[config.mk]
export PLATFORM = sky130hd
export DESIGN_NAME = obstacle_scheduler_flat
export DESIGN_NICKNAME = d
export VERILOG_FILES = /design/src/rtl/obstacle_scheduler_if.sv /design/src/rtl/obstacle_scheduler.sv /design/src/flat_wrapper.sv
export SDC_FILE = /design/constraint.sdc
export NUM_CORES = 1
export LEC_CHECK = 0
export BUFFER_PORTS_ARGS = -buffer_cell sky130_fd_sc_hd__buf_2
export CORE_ASPECT_RATIO = 0.8
export CORE_MARGIN = 2
export CORE_UTILIZATION = 45
export CTS_BUF_LIST = sky130_fd_sc_hd__clkbuf_2 sky130_fd_sc_hd__clkbuf_4 sky130_fd_sc_hd__clkbuf_8
export DETAILED_ROUTE_END_ITERATION = 8
export GPL_TIMING_DRIVEN = 0
export PLACE_DENSITY = 0.66
export RECOVER_POWER = 25
export SETUP_SLACK_MARGIN = 0.4
export SLEW_MARGIN = 20
export SYNTH_ARGS = -nofsm -noshare
export SYNTH_HDL_FRONTEND = slang
export SYNTH_SLANG_ARGS = --single-unit
[constraint.sdc]
create_clock -name clk -period 1.92 [get_ports clk]
set_input_delay 0.576 -clock clk [delete_from_list [all_inputs] [get_ports clk]]
set_output_delay 0.576 -clock clk [all_outputs]
set_load 0.05 [all_outputs]
[src/rtl/obstacle_scheduler_if.sv]
// Obstacle scheduler bus: control/random inputs towards the scheduler and
// slot/state outputs towards collision detector and renderer.
interface obstacle_scheduler_if #(
  parameter int unsigned NUM_SLOTS = 3,
  parameter int unsigned POS_W     = 10
);
  logic                        tick;
  logic                        cmd_start;
  logic                        cmd_end;
  logic                        cmd_reset;
  logic [6:0]                  rand_val;
  logic [NUM_SLOTS*POS_W-1:0]  slot_pos;
  logic [NUM_SLOTS*3-1:0]      slot_type;
  logic [NUM_SLOTS-1:0]        slot_en;
  logic [2:0]                  speed;
  logic [1:0]                  state;
  logic                        spawn_pulse;
  logic                        full;

  // Game controller side: issues commands and random values, observes slots.
  modport master (
    output tick, cmd_start, cmd_end, cmd_reset, rand_val,
    input  slot_pos, slot_type, slot_en, speed, state, spawn_pulse, full
  );

  // Scheduler side.
  modport slave (
    input  tick, cmd_start, cmd_end, cmd_reset, rand_val,
    output slot_pos, slot_type, slot_en, speed, state, spawn_pulse, full
  );
endinterface

[src/rtl/obstacle_scheduler.sv]
// obstacle_scheduler: game-state machine plus obstacle slot spawner/scroller.
// Optional feature macro: OBST_SPEED_RAMP_EN (speed ramps up with executed
// steps; when undefined the scroll speed is constant 1).
module obstacle_scheduler #(
  parameter int unsigned NUM_SLOTS   = 3,
  parameter int unsigned POS_W       = 10,
  parameter int unsigned SPAWN_X     = 640,
  parameter int unsigned MIN_GAP     = 350,
  parameter int unsigned GAP_BACKOFF = 50,
  parameter int unsigned MAX_SPEED   = 4,
  parameter int unsigned RAMP_TICKS  = 1024
) (
  input  logic                 clk,
  input  logic                 rst_n,
  obstacle_scheduler_if.slave  bus
);

  localparam int unsigned GAP_W     = $clog2(MIN_GAP + 1);
  localparam logic [2:0]  TYPE_NONE = 3'd5;

  typedef enum logic [1:0] {
    ST_INIT  = 2'd0,
    ST_RUN   = 2'd1,
    ST_END   = 2'd2,
    ST_CLEAR = 2'd3
  } state_t;

  // Parameter sanity checks at elaboration.
  if (NUM_SLOTS < 1 || NUM_SLOTS > 8) begin : g_bad_slots
    $error("obstacle_scheduler: NUM_SLOTS must be 1..8");
  end
  if (SPAWN_X + 77 >= (2 ** POS_W)) begin : g_bad_spawn_x
    $error("obstacle_scheduler: SPAWN_X + 77 does not fit in POS_W bits");
  end
  if (MAX_SPEED < 1 || MAX_SPEED > 7) begin : g_bad_speed
    $error("obstacle_scheduler: MAX_SPEED must be 1..7");
  end
  if (RAMP_TICKS < 1) begin : g_bad_ramp
    $error("obstacle_scheduler: RAMP_TICKS must be at least 1");
  end
  if (MIN_GAP < 1 || GAP_BACKOFF > MIN_GAP) begin : g_bad_gap
    $error("obstacle_scheduler: need MIN_GAP >= 1 and GAP_BACKOFF <= MIN_GAP");
  end

  state_t                r_state;
  state_t                w_state_nxt;
  logic [POS_W-1:0]      r_pos      [NUM_SLOTS];
  logic [POS_W-1:0]      w_pos_nxt  [NUM_SLOTS];
  logic [2:0]            r_type     [NUM_SLOTS];
  logic [2:0]            w_type_nxt [NUM_SLOTS];
  logic [NUM_SLOTS-1:0]  r_en;
  logic [NUM_SLOTS-1:0]  w_en_nxt;
  logic [GAP_W-1:0]      r_gap;
  logic [GAP_W-1:0]      w_gap_nxt;
  logic [2:0]            r_pend_type;
  logic [2:0]            w_pend_type_nxt;
  logic [6:0]            r_pend_off;
  logic [6:0]            w_pend_off_nxt;
  logic                  r_spawn;
  logic                  w_spawn_nxt;
  logic                  w_placed;
  logic                  w_step;
  logic                  w_clear;
  logic [2:0]            w_speed;
  logic [POS_W-1:0]      w_speed_pos;
  logic [NUM_SLOTS*POS_W-1:0] w_slot_pos;
  logic [NUM_SLOTS*3-1:0]     w_slot_type;

  // Game-state transitions; reset outranks end, end outranks start.
  always_comb begin
    w_state_nxt = r_state;
    if (bus.cmd_reset) begin
      w_state_nxt = ST_CLEAR;
    end else begin
      case (r_state)
        ST_INIT:  if (bus.cmd_start) w_state_nxt = ST_RUN;
        ST_RUN:   if (bus.cmd_end)   w_state_nxt = ST_END;
        ST_END:   if (bus.cmd_start) w_state_nxt = ST_CLEAR;
        ST_CLEAR: w_state_nxt = ST_RUN;
        default:  w_state_nxt = ST_INIT;
      endcase
    end
  end

  // A step runs only on a RUN tick that is not overridden by end/reset.
  assign w_step      = (r_state == ST_RUN) && bus.tick && !bus.cmd_end && !bus.cmd_reset;
  assign w_clear     = (w_state_nxt == ST_CLEAR);
  assign w_speed_pos = POS_W'(w_speed);

  // Step datapath: move, gap accounting, spawn decision (all from pre-step values).
  always_comb begin
    for (int i = 0; i < NUM_SLOTS; i++) begin
      w_pos_nxt[i]  = r_pos[i];
      w_type_nxt[i] = r_type[i];
    end
    w_en_nxt        = r_en;
    w_gap_nxt       = r_gap;
    w_pend_type_nxt = r_pend_type;
    w_pend_off_nxt  = r_pend_off;
    w_spawn_nxt     = 1'b0;
    w_placed        = 1'b0;

    for (int i = 0; i < NUM_SLOTS; i++) begin
      if (r_en[i]) begin
        if (r_pos[i] <= w_speed_pos) begin
          w_en_nxt[i]   = 1'b0;
          w_type_nxt[i] = TYPE_NONE;
          w_pos_nxt[i]  = '0;
        end else begin
          w_pos_nxt[i]  = r_pos[i] - w_speed_pos;
        end
      end
    end

    if (&r_en) begin
      w_gap_nxt = '0;
    end else if (r_gap < GAP_W'(MIN_GAP)) begin
      w_gap_nxt = r_gap + GAP_W'(1);
    end else begin
      if (r_pend_type != TYPE_NONE) begin
        // Slots freed by this step's move are not candidates (r_en is pre-step).
        for (int i = 0; i < NUM_SLOTS; i++) begin
          if (!r_en[i] && !w_placed) begin
            w_en_nxt[i]   = 1'b1;
            w_type_nxt[i] = r_pend_type;
            w_pos_nxt[i]  = POS_W'(SPAWN_X) + POS_W'(r_pend_off);
            w_placed      = 1'b1;
          end
        end
        w_gap_nxt   = '0;
        w_spawn_nxt = 1'b1;
      end else begin
        w_gap_nxt = GAP_W'(MIN_GAP - GAP_BACKOFF);
      end

      if (bus.rand_val <= 7'd50) begin
        w_pend_type_nxt = 3'd5; w_pend_off_nxt = 7'd0;
      end else if (bus.rand_val <= 7'd60) begin
        w_pend_type_nxt = 3'd4; w_pend_off_nxt = 7'd27;
      end else if (bus.rand_val <= 7'd70) begin
        w_pend_type_nxt = 3'd2; w_pend_off_nxt = 7'd19;
      end else if (bus.rand_val <= 7'd80) begin
        w_pend_type_nxt = 3'd3; w_pend_off_nxt = 7'd77;
      end else if (bus.rand_val <= 7'd90) begin
        w_pend_type_nxt = 3'd0; w_pend_off_nxt = 7'd47;
      end else begin
        w_pend_type_nxt = 3'd1; w_pend_off_nxt = 7'd47;
      end
    end
  end

  // State, slots, gap, pending draw and spawn pulse registers.
  always_ff @(posedge clk or negedge rst_n) begin
    if (!rst_n) begin
      r_state <= ST_INIT;
      for (int i = 0; i < NUM_SLOTS; i++) begin
        r_pos[i]  <= '0;
        r_type[i] <= TYPE_NONE;
      end
      r_en        <= '0;
      r_gap       <= '0;
      r_pend_type <= TYPE_NONE;
      r_pend_off  <= '0;
      r_spawn     <= 1'b0;
    end else begin
      r_state <= w_state_nxt;
      r_spawn <= 1'b0;
      if (w_clear) begin
        for (int i = 0; i < NUM_SLOTS; i++) begin
          r_pos[i]  <= '0;
          r_type[i] <= TYPE_NONE;
        end
        r_en        <= '0;
        r_gap       <= '0;
        r_pend_type <= TYPE_NONE;
        r_pend_off  <= '0;
      end else if (w_step) begin
        for (int i = 0; i < NUM_SLOTS; i++) begin
          r_pos[i]  <= w_pos_nxt[i];
          r_type[i] <= w_type_nxt[i];
        end
        r_en        <= w_en_nxt;
        r_gap       <= w_gap_nxt;
        r_pend_type <= w_pend_type_nxt;
        r_pend_off  <= w_pend_off_nxt;
        r_spawn     <= w_spawn_nxt;
      end
    end
  end

`ifdef OBST_SPEED_RAMP_EN
  localparam int unsigned RAMP_W = (RAMP_TICKS > 1) ? $clog2(RAMP_TICKS) : 1;

  logic [RAMP_W-1:0] r_ramp;
  logic [2:0]        r_speed;

  // Speed ramp: one speed step per RAMP_TICKS executed steps, saturating.
  always_ff @(posedge clk or negedge rst_n) begin
    if (!rst_n) begin
      r_ramp  <= '0;
      r_speed <= 3'd1;
    end else if (w_clear) begin
      r_ramp  <= '0;
      r_speed <= 3'd1;
    end else if (w_step) begin
      if (r_ramp == RAMP_W'(RAMP_TICKS - 1)) begin
        r_ramp <= '0;
        if (r_speed < 3'(MAX_SPEED)) r_speed <= r_speed + 3'd1;
      end else begin
        r_ramp <= r_ramp + RAMP_W'(1);
      end
    end
  end

  assign w_speed = r_speed;
`else
  assign w_speed = 3'd1;
`endif

  // Pack slot arrays onto the bus, slot 0 in the LSBs.
  always_comb begin
    w_slot_pos  = '0;
    w_slot_type = '0;
    for (int i = 0; i < NUM_SLOTS; i++) begin
      w_slot_pos[i*POS_W +: POS_W] = r_pos[i];
      w_slot_type[i*3 +: 3]        = r_type[i];
    end
  end

  assign bus.slot_pos    = w_slot_pos;
  assign bus.slot_type   = w_slot_type;
  assign bus.slot_en     = r_en;
  assign bus.speed       = w_speed;
  assign bus.state       = 2'(r_state);
  assign bus.spawn_pulse = r_spawn;
  assign bus.full        = &r_en;

endmodule
[src/flat_wrapper.sv]
// flat-port wrapper written by rule: the top's interface ports become plain ports
module obstacle_scheduler_flat 
#(
  parameter int unsigned NUM_SLOTS   = 3,
  parameter int unsigned POS_W       = 10,
  parameter int unsigned SPAWN_X     = 640,
  parameter int unsigned MIN_GAP     = 350,
  parameter int unsigned GAP_BACKOFF = 50,
  parameter int unsigned MAX_SPEED   = 4,
  parameter int unsigned RAMP_TICKS  = 1024
)
  (clk, rst_n, bus_tick, bus_cmd_start, bus_cmd_end, bus_cmd_reset, bus_rand_val, bus_slot_pos, bus_slot_type, bus_slot_en, bus_speed, bus_state, bus_spawn_pulse, bus_full);
  obstacle_scheduler_if #(.NUM_SLOTS(NUM_SLOTS), .POS_W(POS_W)) bus_i ();
  input  logic clk;
  input  logic rst_n;
  input wire logic [$bits(bus_i.tick)-1:0] bus_tick;
  input wire logic [$bits(bus_i.cmd_start)-1:0] bus_cmd_start;
  input wire logic [$bits(bus_i.cmd_end)-1:0] bus_cmd_end;
  input wire logic [$bits(bus_i.cmd_reset)-1:0] bus_cmd_reset;
  input wire logic [$bits(bus_i.rand_val)-1:0] bus_rand_val;
  output wire logic [$bits(bus_i.slot_pos)-1:0] bus_slot_pos;
  output wire logic [$bits(bus_i.slot_type)-1:0] bus_slot_type;
  output wire logic [$bits(bus_i.slot_en)-1:0] bus_slot_en;
  output wire logic [$bits(bus_i.speed)-1:0] bus_speed;
  output wire logic [$bits(bus_i.state)-1:0] bus_state;
  output wire logic [$bits(bus_i.spawn_pulse)-1:0] bus_spawn_pulse;
  output wire logic [$bits(bus_i.full)-1:0] bus_full;
  assign bus_i.tick = bus_tick;
  assign bus_i.cmd_start = bus_cmd_start;
  assign bus_i.cmd_end = bus_cmd_end;
  assign bus_i.cmd_reset = bus_cmd_reset;
  assign bus_i.rand_val = bus_rand_val;
  assign bus_slot_pos = bus_i.slot_pos;
  assign bus_slot_type = bus_i.slot_type;
  assign bus_slot_en = bus_i.slot_en;
  assign bus_speed = bus_i.speed;
  assign bus_state = bus_i.state;
  assign bus_spawn_pulse = bus_i.spawn_pulse;
  assign bus_full = bus_i.full;
  obstacle_scheduler #(.NUM_SLOTS(NUM_SLOTS), .POS_W(POS_W), .SPAWN_X(SPAWN_X), .MIN_GAP(MIN_GAP), .GAP_BACKOFF(GAP_BACKOFF), .MAX_SPEED(MAX_SPEED), .RAMP_TICKS(RAMP_TICKS)) u_core (.clk(clk), .rst_n(rst_n), .bus(bus_i));
endmodule
Word level (Yosys, flattened, before mapping)

Index checks and enable logic that the tools add are counted.

Add/subtract/negate cells: 5
Order comparisons: 9
Eq/ne operators: 7
Multiplexer cells: 82
Reductions and logical operators: 15

Operator list:

| kind                                                                    | number |
|---|---|
| 30-bit two-way mux                                                      | 5 |
| 10-bit two-way mux                                                      | 9 |
| 9-bit two-way mux                                                       | 10 |
| 3-bit two-way mux                                                       | 22 |
| 7-bit two-way mux                                                       | 8 |
| 10-bit by 1-bit <= comparator with 1-bit output, second input constant  | 3 |
| 10-bit by 1-bit subtractor with 10-bit output, second input constant    | 3 |
| 1-bit two-way mux                                                       | 23 |
| 7-bit <= comparator, second input constant                              | 3 |
| 7-bit by 6-bit <= comparator with 1-bit output, second input constant   | 2 |
| 10-bit by 7-bit adder with 10-bit output, first input constant          | 1 |
| 9-bit by 1-bit adder with 9-bit output, second input constant           | 1 |
| 9-bit < comparator, second input constant                               | 1 |
| 2-bit two-way mux                                                       | 4 |
| 2-bit case mux with 4 select lines                                      | 1 |
| 2-bit == test, second input constant                                    | 3 |
| 1-bit zero test                                                         | 6 |
| 3-bit AND reduction                                                     | 2 |
| 1-bit logical AND                                                       | 5 |
| 2-bit by 1-bit inequality test with 1-bit output, second input constant | 2 |
| 3-bit inequality test, second input constant                            | 1 |
| 2-bit by 1-bit == test with 1-bit output, second input constant         | 1 |
| 2-bit zero test                                                         | 1 |
| 2-bit nonzero test                                                      | 1 |

Bits in registers: 64
Logic and storage cells: 130

Logic depth before layout (Yosys ltp)

Word-level depth: 18
Mapped depth: 8

Worst setup path after synthesis

Ideal clock, no wire load.

Path type: flip-flop to flip-flop
Start point: reg u_core.r_en[2], in the netlist u_core.bus.slot_en[2]
End point: reg u_core.r_pend_off[3]
Data arrival time: 2.444 ns
Required time: 1.788 ns
Slack: -0.656 ns
Stages on the path, launching flop included: 9
Period minus slack after synthesis: 2.576 ns
Cells stage by stage: dfrtp_1 > and3_1 > clkbuf_1 > or3_1 > clkbuf_1 > or2_2 > clkbuf_1 > a22oi_1 > nor2_1

Longest elaborated chain between the ends: 3

Ends and longest elaborated chain:

| item                                                       | RTL line                  | text |
|---|---|---|
| from (decl)                                                | obstacle_scheduler.sv:51  | `logic [NUM_SLOTS-1:0] r_en;` |
| from (signal assigned)                                     | obstacle_scheduler.sv:182 | `r_en <= w_en_nxt;` |
| 3-bit AND reduction                                        | --                        |  |
| net bus_full                                               | flat_wrapper.sv:27        | `output wire logic [$bits(bus_i.full)-1:0] bus_full;` |
| 2-bit by 1-bit inequality test with 1-bit output (no line) | --                        |  |
| 3-bit AND reduction (no line)                              | --                        |  |
| to (signal assigned)                                       | obstacle_scheduler.sv:185 | `r_pend_off <= w_pend_off_nxt;` |
| to (decl)                                                  | obstacle_scheduler.sv:57  | `logic [6:0] r_pend_off;` |

The timed path passes the listed nets, and every way through them passes these cells.
A chain may end at the register's enable or synchronous reset.

Final worst setup path

Start point: reg u_core.r_pos, in the netlist u_core.bus.slot_pos[20]
End point: reg u_core.r_pos, in the netlist u_core.bus.slot_pos[26]

Longest elaborated chain between the ends: 9
Elaborated cells on any way between the ends: 10

Ends and longest elaborated chain:

| item                                                                                                                    | RTL line                                             | text |
|---|---|---|
| from (decl)                                                                                                             | obstacle_scheduler.sv:47                             | `logic [POS_W-1:0] r_pos [NUM_SLOTS];` |
| from (signal, indexed assignment)                                                                                       | obstacle_scheduler.sv:179                            | `r_pos[i] <= w_pos_nxt[i];` |
| 10-bit by 1-bit subtractor with 10-bit output / 10-bit by 1-bit <= comparator with 1-bit output (equally long branches) | obstacle_scheduler.sv:110, obstacle_scheduler.sv:105 |  |
| 10-bit two-way mux *                                                                                                    | obstacle_scheduler.sv:105                            | `if (r_pos[i] <= w_speed_pos) begin` |
| 10-bit two-way mux *                                                                                                    | obstacle_scheduler.sv:104                            | `if (r_en[i]) begin` |
| 10-bit two-way mux                                                                                                      | obstacle_scheduler.sv:123                            | `if (!r_en[i] && !w_placed) begin` |
| 30-bit two-way mux                                                                                                      | obstacle_scheduler.sv:120                            | `if (r_pend_type != TYPE_NONE) begin` |
| 30-bit two-way mux                                                                                                      | obstacle_scheduler.sv:117                            | `end else if (r_gap < GAP_W'(MIN_GAP)) begin` |
| 30-bit two-way mux *                                                                                                    | obstacle_scheduler.sv:115                            | `if (&r_en) begin` |
| 30-bit two-way mux *                                                                                                    | obstacle_scheduler.sv:177                            | `end else if (w_step) begin` |
| 30-bit two-way mux *                                                                                                    | obstacle_scheduler.sv:168                            | `if (w_clear) begin` |

Mark *: on every way between the ends. The rest lies on a longest branch, timed or not. The select of a mux whose other input is x is not followed.

==> run summary <==
cell taking the most area after synthesis - dfrtp_1
final worst-path cycle share - 111%
top_reg_cell synth - dfrtp_1
fin nets - 636
actual slew at the worst max-slew pin - 1520 ps
Startpoint Class - flip-flop
FMAX - 469 MHz
fin area - 0.00689 mm^2
Core ar. - 0.00845 mm^2
die area - 0.00939 mm^2
Sink Count - 64
post-synth top area share - 36.1%
global-route wire length before repair - 22,900 um
cts hold-fix bufs - 0
Total GRT Usage - 31.7%
Initial Utilization - 46.0%
layout cells sized above 1 - 58.3%
Hold Crit Start - bus_rand_val[6]
final core occ - 81.6%
Inst Count DP - 615
CP arrival - 2360 ps
top cells by area, synth - dfrtp_1 36%, o21ai_0 6.1%, dfstp_2 5.4%
die height - 87.1 um
CTS H-tree lvls - 3
register area share after synthesis - 41.5%
Area Overhead vs Synth - 77.5%
Clock Latency Late Sink - 350 ps
VDD IR max - 0.000324 V
drt drc - 0
Post-Syn Instances - 444
Post-synth ARST share - 100%
Final setup violation count - 17
Rel. slew slack - -1.28%
Final Hold Fails - 0
# IOs - 62
RSZ-0062 raised after global routing - true
Clock Path Buffers - 2
DIE WIDTH - 108 um
WP data required - 2150 ps
global route overflow - 0
clock slew at reported path FFs - 80 ps
status - finished with violations
worst min-delay path class - in -> reg
drt pass-1 iters - 6
Via Count - 4,739
synthesized area per cell - 8.75 um^2
DR iter-0 viols - 354
TritonCTS clock tree - built
Netlist Area Pre-Place - 0.00388 mm^2
final instance count without filler cells - 733
failing checks - max-capacitance violations, max-slew violations, negative setup slack
Setup crit start - u_core.bus.slot_pos[20]$_DFFE_PN0P_
worst reg2reg startpoint - u_core.bus.slot_pos[20]$_DFFE_PN0P_
GRT Max-Usage Layer - met2
number of antenna-violating nets in the routed design - 0
# Max-Cap Violations - 1
CTS buffer count - 9
initial antenna violation count - 0
WL/cell - 23.1 um
n_diodes - 0
CP endpoint kind - flip-flop
met1 usage - 41.3%
post-layout min period - 2130 ps
max-slew violations - 27
post-DP HPWL - 8480 um
Synth cell types - 76
met2 GRT Util - 50.7%
vias per cell - 6.47
met3 Use GR - 7.93%
GPL Wtd Cong - 0.935
largest net degree at the start of global routing - 40
Cell Rows - 30
overall power - 3.02 mW
I/O Buffers - 57
root buffer cell - clkbuf_8
final setup TNS - -1210 ps
CP Max Fanout - 6
Leak - 2.90 nW
critical path class - reg -> reg
most common cell in the netlist - dfrtp_1
final worst slack - -213 ps
clk_skew - 14.9 ps
commonest cells in the netlist - 56 x dfrtp_1, 55 x nand2_1, 47 x o21ai_0, 39 x nor2_1, 27 x a21oi_1
Post-synth EDFFs - 0
Yosys reg bits - 64
PwrDens - 438 mW/mm^2
Yosys Warn Count - 0
placed inst area - 0.00472 mm^2
drt total wl - 16,900 um
vias in the first global route - 4,362
## report_power, final
part | switching, mW | total (mW) | internal, mW
Clock | 0.557 | 1.25 | 0.697
Combinational | 0.230 | 0.405 | 0.175
Sequential | 0.00675 | 1.36 | 1.35
Total | 0.794 | 3.02 | 2.22
## cells in the final DEF (no fill, tap or decap), types with 4 or more instances in the layout
cell type  synthesis  layout
buf_4              3      66
buf_8              0      44
nand2_1           55      41
buf_6              2      41
dfrtp_2            0      31
nor2_1            39      29
dfrtp_1           56      25
o21ai_1            0      22
a21oi_2            0      16
inv_1             15      15
o21ai_0           47      15
clkbuf_8           0      12
buf_2              2      11
nor2_4             0      10
nand2_2            0       9
o21ai_2            1       9
nor3_1            17       9
a21oi_1           27       8
dfstp_2            8       8
a31oi_1            7       7
clkbuf_16          0       6
clkbuf_2           1       5
nand3_1            9       5
nor3_2             0       5
nand2_4            0       5
a211oi_2           0       5
ha_1               7       5
or2_4              0       4
nand3b_1           4       4
or3_4              0       4
buf_12             0       4
nand3_2            0       4
clkbuf_4           0       4
o22ai_1            8       4
o22a_1             4       4
o22ai_2            0       4
## cell type report
| class | count | area [um^2] |
|---|---|---|
| clock inverter | 3 | 40.0 |
| clock buffer | 13 | 166 |
| buffer | 23 | 320 |
| timing repair buffer | 160 | 1700 |
| sequential | 64 | 1650 |
| tap | 112 | 140 |
| multi-input combinational | 343 | 2820 |
| fill | 444 | 1550 |
| inverter | 15 | 56.3 |
## path summary, 6_finish.rpt
check | endpoint | cells after the start | slack [ps]
setup / recovery | u_core.bus.slot_pos[26]$_DFFE_PN0P_ | 7 | -210
max in group asynchronous | u_core.bus.slot_type[0]$_DFFE_PN1P_ | 2 | 230
hold / removal | u_core.r_pend_type[0]$_DFFE_PN1P_ | 3 | 530
setup reg to reg | u_core.bus.slot_pos[26]$_DFFE_PN0P_ | 7 | -210
min in group asynchronous | u_core.bus.state[1]$_DFF_PN0_ | 1 | 590
hold reg to reg | u_core.bus.slot_type[2]$_DFFE_PN1P_ | 1 | 550
## per-layer routing
metal	share of wire (%)	routed length [um]	up-vias
li1	-	-	1999
met4	5.3	895	0
met5	0	0	-
met3	8.7	1480	103
met1	38	6490	2303
met2	48	8070	334
## what timing repair did
| item | CTS | global route |
|---|---|---|
| gates resized for setup | 227 | 86 |
| gates cloned | 4 | 1 |
| pin swaps | 48 | 50 |
| endpoints found under the setup margin | 106 | 106 |
| setup buffers | 66 | 31 |
## kinds of logic after synthesis
| family | count (synthesis) | share of synthesized area, % |
|---|---|---|
| other | 2 | 0.193 |
| buffers and inverters | 38 | 5.19 |
| AOI/OAI and AO/OA | 149 | 25.2 |
| adders and majority gates | 7 | 2.26 |
| and+or+nand+nor | 175 | 23.4 |
| DFF | 64 | 41.5 |
| muxes | 5 | 1.39 |
| xor gates and xnor gates | 4 | 0.902 |
## critical path, cell delays in order (launching register included)
cell	delay, ps
dfrtp_2	470
inv_1	130
ha_1	270
nor2_4	90
or4b_4	550
o211ai_4	130
o21ai_2	70
a221o_1	310
## registers in the layout, summed over array words and instances, names as in the netlist
name	flops
u_core.bus.slot_type	9
u_core.r_pend_type	3
u_core.bus.state	2
u_core.bus.spawn_pulse	1
u_core.bus.slot_pos	30
u_core.r_gap	9
u_core.r_pend_off	7
u_core.bus.slot_en	3
## metrics by stage
stage                     setup slack (ps)  hold WS (ps)
after floorplan                       -246           280
after global placement                -279           477
after detailed placement              -298           490
after CTS                             -136           146
after global routing                  -254           562
final                                 -213           528
Note: power is estimated with default switching activity, not from simulation.
